--- src/rtl/sp_ram_ctrl.sv ---
// ---------------------------------------------------------------------------
// sp_ram_ctrl
//
// Purpose:
//   Valid/ready front end for an external single-port synchronous RAM with
//   per-column write enables. Writes go straight to the RAM and produce no
//   response. Reads return exactly one response each, in acceptance order.
//   A read's data appears on RAM_DO one cycle after acceptance. It is either
//   handed to the consumer directly (bypass) or parked in a 2-entry skid
//   FIFO while the consumer stalls.
//
// Parameters:
//   ADDR_WIDTH  RAM word address width
//   DATA_WIDTH  RAM data width
//   COL_WIDTH   byte-write column width (must divide DATA_WIDTH)
//
// Ports:
//   CLK, RST_N                   clock (rising edge), async active-low reset
//   REQ_VALID/REQ_READY          request handshake
//   REQ_WE, REQ_ADDR,
//   REQ_WDATA, REQ_BE            request payload (1 = write)
//   RSP_VALID/RSP_READY          read-response handshake
//   RSP_RDATA                    read data
//   RAM_CE, RAM_RDWEN, RAM_A,
//   RAM_DI, RAM_BW               RAM command (RDWEN 1 = write)
//   RAM_DO                       RAM read data, valid one cycle after a read
// ---------------------------------------------------------------------------
module sp_ram_ctrl #(
    parameter  int ADDR_WIDTH = 10,
    parameter  int DATA_WIDTH = 32,
    parameter  int COL_WIDTH  = 8,
    localparam int NUM_COL    = DATA_WIDTH / COL_WIDTH
) (
    input  logic                  CLK,
    input  logic                  RST_N,
    input  logic                  REQ_VALID,
    output logic                  REQ_READY,
    input  logic                  REQ_WE,
    input  logic [ADDR_WIDTH-1:0] REQ_ADDR,
    input  logic [DATA_WIDTH-1:0] REQ_WDATA,
    input  logic [NUM_COL-1:0]    REQ_BE,
    output logic                  RSP_VALID,
    input  logic                  RSP_READY,
    output logic [DATA_WIDTH-1:0] RSP_RDATA,
    output logic                  RAM_CE,
    output logic                  RAM_RDWEN,
    output logic [ADDR_WIDTH-1:0] RAM_A,
    output logic [DATA_WIDTH-1:0] RAM_DI,
    output logic [NUM_COL-1:0]    RAM_BW,
    input  logic [DATA_WIDTH-1:0] RAM_DO
);

    // Column split must be exact, otherwise the byte enables are meaningless.
    generate
        if ((DATA_WIDTH % COL_WIDTH) != 0) begin : g_col_check
            $fatal(1, "sp_ram_ctrl: DATA_WIDTH must be a multiple of COL_WIDTH");
        end
    endgenerate

    localparam int FIFO_DEPTH = 2;

    // -----------------------------------------------------------------------
    // State
    // -----------------------------------------------------------------------
    logic                  rd_inflight_q, rd_inflight_d;
    logic [1:0]            count_q, count_d;
    logic                  head_q, head_d;
    logic                  tail_q, tail_d;
    logic [DATA_WIDTH-1:0] fifo_mem_q [FIFO_DEPTH];
    logic [DATA_WIDTH-1:0] fifo_mem_d [FIFO_DEPTH];

    logic [2:0]            outstanding;
    logic                  accept;
    logic                  fifo_nonempty;
    logic                  push;
    logic                  pop;

    // -----------------------------------------------------------------------
    // Request side
    // -----------------------------------------------------------------------
    // Outstanding reads are those buffered plus the one whose data arrives
    // this cycle. Capping the total at 2 means a push can never find the
    // FIFO full, even with the consumer stalled indefinitely.
    assign outstanding = {1'b0, count_q} + {2'b00, rd_inflight_q};

    // Gated by RST_N so nothing is accepted while reset is held.
    assign REQ_READY = RST_N & (outstanding < 3'd2);
    assign accept    = REQ_VALID & REQ_READY;

    assign RAM_CE    = accept;
    assign RAM_RDWEN = REQ_WE;
    assign RAM_A     = REQ_ADDR;
    assign RAM_DI    = REQ_WDATA;
    assign RAM_BW    = REQ_WE ? REQ_BE : '0;

    // -----------------------------------------------------------------------
    // Response side
    // -----------------------------------------------------------------------
    assign fifo_nonempty = (count_q != 2'd0);

    assign RSP_VALID = fifo_nonempty | rd_inflight_q;

    // Older buffered data takes priority. With an empty FIFO, the RAM output
    // is forwarded directly so the best-case read latency is one cycle.
    assign RSP_RDATA = fifo_nonempty ? fifo_mem_q[head_q] : RAM_DO;

    // Arriving data is parked unless it leaves through the bypass this cycle.
    assign push = rd_inflight_q & ~(~fifo_nonempty & RSP_READY);
    assign pop  = fifo_nonempty & RSP_READY;

    always_comb begin
        rd_inflight_d = accept & ~REQ_WE;

        head_d = pop  ? ~head_q : head_q;
        tail_d = push ? ~tail_q : tail_q;

        count_d = count_q;
        case ({push, pop})
            2'b10:   count_d = count_q + 2'd1;
            2'b01:   count_d = count_q - 2'd1;
            default: count_d = count_q;
        endcase
    end

    // FIFO storage: only the entry at the tail pointer is written on a push.
    genvar gi;
    generate
        for (gi = 0; gi < FIFO_DEPTH; gi++) begin : g_fifo
            always_comb begin
                fifo_mem_d[gi] = fifo_mem_q[gi];
                if (push && (tail_q == gi[0])) begin
                    fifo_mem_d[gi] = RAM_DO;
                end
            end

            // Data words carry no reset; the pointers and count decide validity.
            always_ff @(posedge CLK) begin
                fifo_mem_q[gi] <= fifo_mem_d[gi];
            end
        end
    endgenerate

    always_ff @(posedge CLK or negedge RST_N) begin
        if (!RST_N) begin
            rd_inflight_q <= 1'b0;
            count_q       <= 2'd0;
            head_q        <= 1'b0;
            tail_q        <= 1'b0;
        end else begin
            rd_inflight_q <= rd_inflight_d;
            count_q       <= count_d;
            head_q        <= head_d;
            tail_q        <= tail_d;
        end
    end

endmodule
--- config.mk ---
export PLATFORM = sky130hd
export DESIGN_NAME = sp_ram_ctrl
export DESIGN_NICKNAME = d
export VERILOG_FILES = /design/src/rtl/sp_ram_ctrl.sv
export SDC_FILE = /design/constraint.sdc
export NUM_CORES = 1
export LEC_CHECK = 0
export ABC_AREA = 1
export CAP_MARGIN = 20
export CORE_MARGIN = 5
export CORE_UTILIZATION = 35
export CTS_CLUSTER_SIZE = 12
export DETAILED_ROUTE_END_ITERATION = 6
export GPL_TIMING_DRIVEN = 0
export PLACE_DENSITY = 0.74
export REMOVE_ABC_BUFFERS = 1
export SYNTH_ARGS = -nofsm -noshare
export SYNTH_HDL_FRONTEND = slang
export SYNTH_SLANG_ARGS = --single-unit
--- constraint.sdc ---
create_clock -name CLK -period 2.55 [get_ports CLK]
set_input_delay 0.255 -clock CLK [delete_from_list [all_inputs] [get_ports CLK]]
set_output_delay 0.255 -clock CLK [all_outputs]
set_load 0.005 [all_outputs]
## Word level (Yosys, flattened, before mapping)

Memory sizes are Yosys's and may differ from the RTL's.
Index checks and enable logic that the tools add are counted.

| cells by class | value |
|---|---|
| reductions and logical operators | 5 |
| bitwise logic cells | 12 |
| add/subtract/negate cells | 3 |
| muxes and demuxes | 8 |
| equality and inequality tests | 4 |
| order comparisons | 1 |

Operator list:

| operator | count |
|---|---|
| 2-to-1 mux 32 bit | 4 |
| OR reduction 32 bit | 1 |
| bitwise AND 1 bit | 6 |
| inverter 1 bit | 5 |
| 2-to-1 mux 4 bit | 1 |
| case mux 2 bit (2 select lines) | 1 |
| nonzero test 2 bit | 2 |
| adder 2 x 1 -> 3 bit | 1 |
| less-than comparator 3 x 2 -> 1 bit, second input constant | 1 |
| adder 2 x 1 -> 2 bit, second input constant | 1 |
| == test 2 x 1 -> 1 bit, second input constant | 1 |
| == test 2 bit, second input constant | 1 |
| logical AND 1 bit | 2 |
| 2-to-1 mux 1 bit | 2 |
| inequality test 1 bit, second input constant | 2 |
| subtractor 2 x 1 -> 2 bit, second input constant | 1 |
| OR 1 bit | 1 |

| storage, ports and cells | value |
|---|---|
| memories kept | 1 |
| register bits | 5 |
| output and inout port bits | 82 |
| memory bits (writable) | 64 |

Memory list:

| name | depth | bits a word | rd ports | clocked after memory_dff | wr ports | line | source |
|---|---|---|---|---|---|---|---|
| fifo_mem_q | 2 | 32 | 1 | 0 | 1 | 69 | `logic [DATA_WIDTH-1:0] fifo_mem_q [FIFO_DEPTH];` |

## Logic depth before layout (Yosys ltp)

| depth | value |
|---|---|
| depth in word-level cells | 9 |
| mapped depth | 9 |

## Worst setup path after synthesis

Ideal clock, no wire load.

| timing path | value |
|---|---|
| path type | register to register |
| start | register count_q[0] |
| end | memory fifo_mem_q[1][0] (enable) |
| arrival time | 2.012 ns |
| path buffers | 0 |
| setup time | 0.421 ns |
| slack | 0.117 ns |
| period minus slack after synthesis | 2.433 ns |
| data required time | 2.129 ns |
| stages on the path, launching flop included | 5 |
| cell sequence | dfrtp_1 -> nor2_4 -> nand2_1 -> nand2_1 -> nor2_1 |

| between the ends | value |
|---|---|
| cells in the longest elaborated chain, start to end | 9 |
| elaborated cells between the ends (all ways) | 12 |
| classes of those cells | 2 x eq/ne; 2 x mux; 4 x bitwise; 4 x reduce/logical |

RTL lines:

| what | line | source |
|---|---|---|
| start: declaration | 66 | `logic [1:0] count_q, count_d;` |
| start signal: assignment | 151 | `count_q <= count_d;` |
| nonzero test 2 bit * | 99 | `assign fifo_nonempty = (count_q != 2'd0);` |
| inverter 1 bit * | 108 | `assign push = rd_inflight_q & ~(~fifo_nonempty & RSP_READY);` |
| bitwise AND 1 bit * | 108 |  |
| inverter 1 bit * | 108 |  |
| bitwise AND 1 bit * | 108 |  |
| logical AND 1 bit | 131 | `if (push && (tail_q == gi[0])) begin` |
| inequality test 1 bit (no line) | - |  |
| OR reduction 32 bit (no line) | - |  |
| 2-to-1 mux 1 bit (no line) | - |  |
| end: declaration | 69 |  |

Mark *: on every way between the ends. The rest lies on a longest branch, timed or not.

## Worst setup path in the final report

| timing path | value |
|---|---|
| start | register head_q |
| end | output RSP_RDATA[0] |

| between the ends | value |
|---|---|
| cells in the longest elaborated chain, start to end | 2 |

RTL lines:

| what | line | source |
|---|---|---|
| start: declaration | 67 | `logic head_q, head_d;` |
| start signal: assignment | 147 | `head_q <= 1'b0;` |
| start signal: assignment | 152 | `head_q <= head_d;` |
| memory read (2 x 32 bit) | - |  |
| 2-to-1 mux 32 bit | 105 | `assign RSP_RDATA = fifo_nonempty ? fifo_mem_q[head_q] : RAM_DO;` |
| end: declaration | 44 | `output logic [DATA_WIDTH-1:0] RSP_RDATA,` |

Every way passes these cells.

==> results.tsv <==
metric	value	unit
GP Congestion	0.698	
P_leak	1.70	nW
synthesized instance count	360	
die area	0.0118	mm²
first-pass GRT wire length	13.9	mm
number of synthesis warnings	0	
Worst slew margin	0.437	
worst path cell trace	buf_16 -> inv_6 -> nor2_1 -> nor2_1 -> nand2_1 -> nand2_1 -> clkdlybuf4s50_1	
number of synthesized register bits	69	
core area	0.00959	mm²
die width	108	µm
Antenna Cells	0	
gr usage total	0.160	
Crit path largest cell delay	510	ps
io pins	165	
syn_area_per_cell	9.43	µm²
clk root buf	clkbuf_8	
Finish-stage setup viols	0	
register area share after synthesis	0.603	
worst hold path type	primary input to asynchronous set/reset pin	
Synth Flop Type	edfxtp_1	
fmax	424	MHz
IR Drop Worst-Case VDD	0.345	mV
vias in the first global route	2398	
Cell Area, Synth	0.00339	mm²
total power per unit cell area	1020	mW/mm²
PortBufs	80	
Via Count	2397	
WL per Instance	16.8	µm
area delta synth->final	24.8	%
post-route ant nets	0	
largest net degree at the start of global routing	34	
Post-synth EDFFs	64	
DRT Pass-1 Iters	4	
hpwl dp	6.17	mm
TritonCTS clock tree	done	
Critical Path AT	2100	ps
critical path class	register to output port	
# fillers	959	
Max-cap violations	0	
die height	108	µm
Fin Setup TNS	0	ps
post-synthesis simple-gate area fraction	0.245	
CP max-delay cell	dfrtp_2	
Via density	4.46	
initial core utilization	0.354	
Tmin final	2360	ps
final net count	484	
Synth top area share	0.566	
asr flop ratio synth	0.0725	
cell with the most instances after synthesis	nand2_1	
Worst Path Max Fanout	33	
fin. max-slew vios	0	
H-tree levels	3	
Num CTS Buffers	9	
clock latency on the worst-skew pair	340	ps
CTS Buffer Depth	2	
Synth Area in Compound Gates	0.00147	
status	finished clean	
total design power	4.31	mW
startpoint types	register	
largest family of logic cells by synthesized area	simple AND/OR/NAND/NOR gates	
drt first-iter violations	91	
cts hold-fix bufs	0	
detailed-route DRC error count	0	
CTS sink cnt	69	
Synth top cells by count	111 x nand2_1, 99 x nor2_1, 64 x edfxtp_1	
post-synthesis mux area share	0	
Final Hold Viols	0	
Final Cycle Share	0.924	
xor/xnor cell area share of the yosys netlist	0.00258	
Netlist cell types	17	
initial antenna violation count	0	
Tightest Pin Transition	844	ps
clock transition at the registers of the reported paths	70	ps
critical path endpoint category	output port	
Clock Skew	9.57	ps
RSZ-0062 raised after global routing	false	
Adder-Cell Fraction of Synth Area	0.00369	
total grt overflow	0	
share of cells above drive strength 1	0.0568	
WL final	9.03	mm
CP required	2300	ps
largest area contributor in the netlist	edfxtp_1	
dominant cells by area after synthesis	edfxtp_1 57%, nand2_1 12%, nor2_1 11%	
Std-Cell Rows	36	
[placed cells by master (no fill, tap or decap), drive strengths merged]
cell type      count
bufinv             1
nand2            111
clkdlybuf4s50     80
xnor2              1
dfrtp              5
nand4              1
ha                 1
o21ai              1
buf                4
clkinv             3
edfxtp            64
clkinvlp           2
inv               16
clkbuf             9
nand3              3
or2                1
nor2             101
nor3               1
[layout make-up]
| type | instances | area [µm²] | share of cell area |
|---|---|---|---|
| well taps | 133 | 166 | 0.0393 |
| clock buffers | 9 | 124 | 0.0292 |
| flip-flops and latches | 69 | 2050 | 0.484 |
| repair buffers | 84 | 891 | 0.210 |
| multi-input cells | 221 | 877 | 0.207 |
| clock inverters | 7 | 65.1 | 0.0154 |
| inverters | 15 | 63.8 | 0.0151 |
[report_power, final]
| group | internal [mW] | switching, mW |
|---|---|---|
| Combinational | 1.03 | 1.01 |
| Clock | 0.445 | 0.403 |
| Sequential | 1.33 | 0.0922 |
[path summary, 6_finish.rpt]
path                       startpoint                end  slack, ps  cells past startpoint
max                            head_q       RSP_RDATA[0]        190                      7
min                             RST_N         count_q[1]        170                      1
max reg2reg                count_q[0]  fifo_mem_q[0][20]        380                      5
min reg2reg                    tail_q             tail_q        510                      2
max in group asynchronous       RST_N             head_q       2140                      1
min in group CLK            REQ_VALID      rd_inflight_q        490                      3
[sequential cells by signal, summed over array words and instances (netlist names)]
signal         flops
head_q             1
count_q            2
tail_q             1
rd_inflight_q      1
fifo_mem_q        64
[what timing repair did]
action / in CTS / in global routing
cloned: 1 / 0
buffers inserted: 1 / 0
pin swaps: 1 / 0
endpoints found under the setup margin: 33 / 30
gates resized for setup: 3 / 3
[routing by layer]
layer / up-vias / GRT usage / wire [µm]
met5: - / 0.0759 / 102
met4: 4 / 0.0433 / 108
met3: 15 / 0.103 / 1180
met2: 127 / 0.211 / 3640
met1: 1081 / 0.210 / 4000
li1: 1170 / - / -
[kinds of logic after synthesis]
| family | Yosys count |
|---|---|
| AOI/OAI and AO/OA | 1 |
| xor gates and xnor gates | 1 |
| adders and majority gates | 1 |
| buffers and inverters | 71 |
| DFF | 69 |
| and+or+nand+nor | 217 |
[critical path: cells and delay by family (launching register included)]
| kind | cells | cell delay (ps) |
|---|---|---|
| flip-flops | 1 | 510 |
| buffers and inverters | 3 | 940 |
| AND/OR/NAND/NOR | 4 | 290 |
[per-stage QoR]
step                      instance area (µm²)  worst slack, ps  hold WS [ps]  utilization  cells
after floorplan                          2960             13.2         -40.6            -    304
final                                    4240              193           166        0.441    538
after CTS                                4230             38.4           151        0.441    538
after global routing                     4240            0.275           167        0.441    538
after detailed placement                 4020             -202           500        0.419    520
after global placement                   3930             -898           453        0.409    517
(Power assumes the default switching activity.)
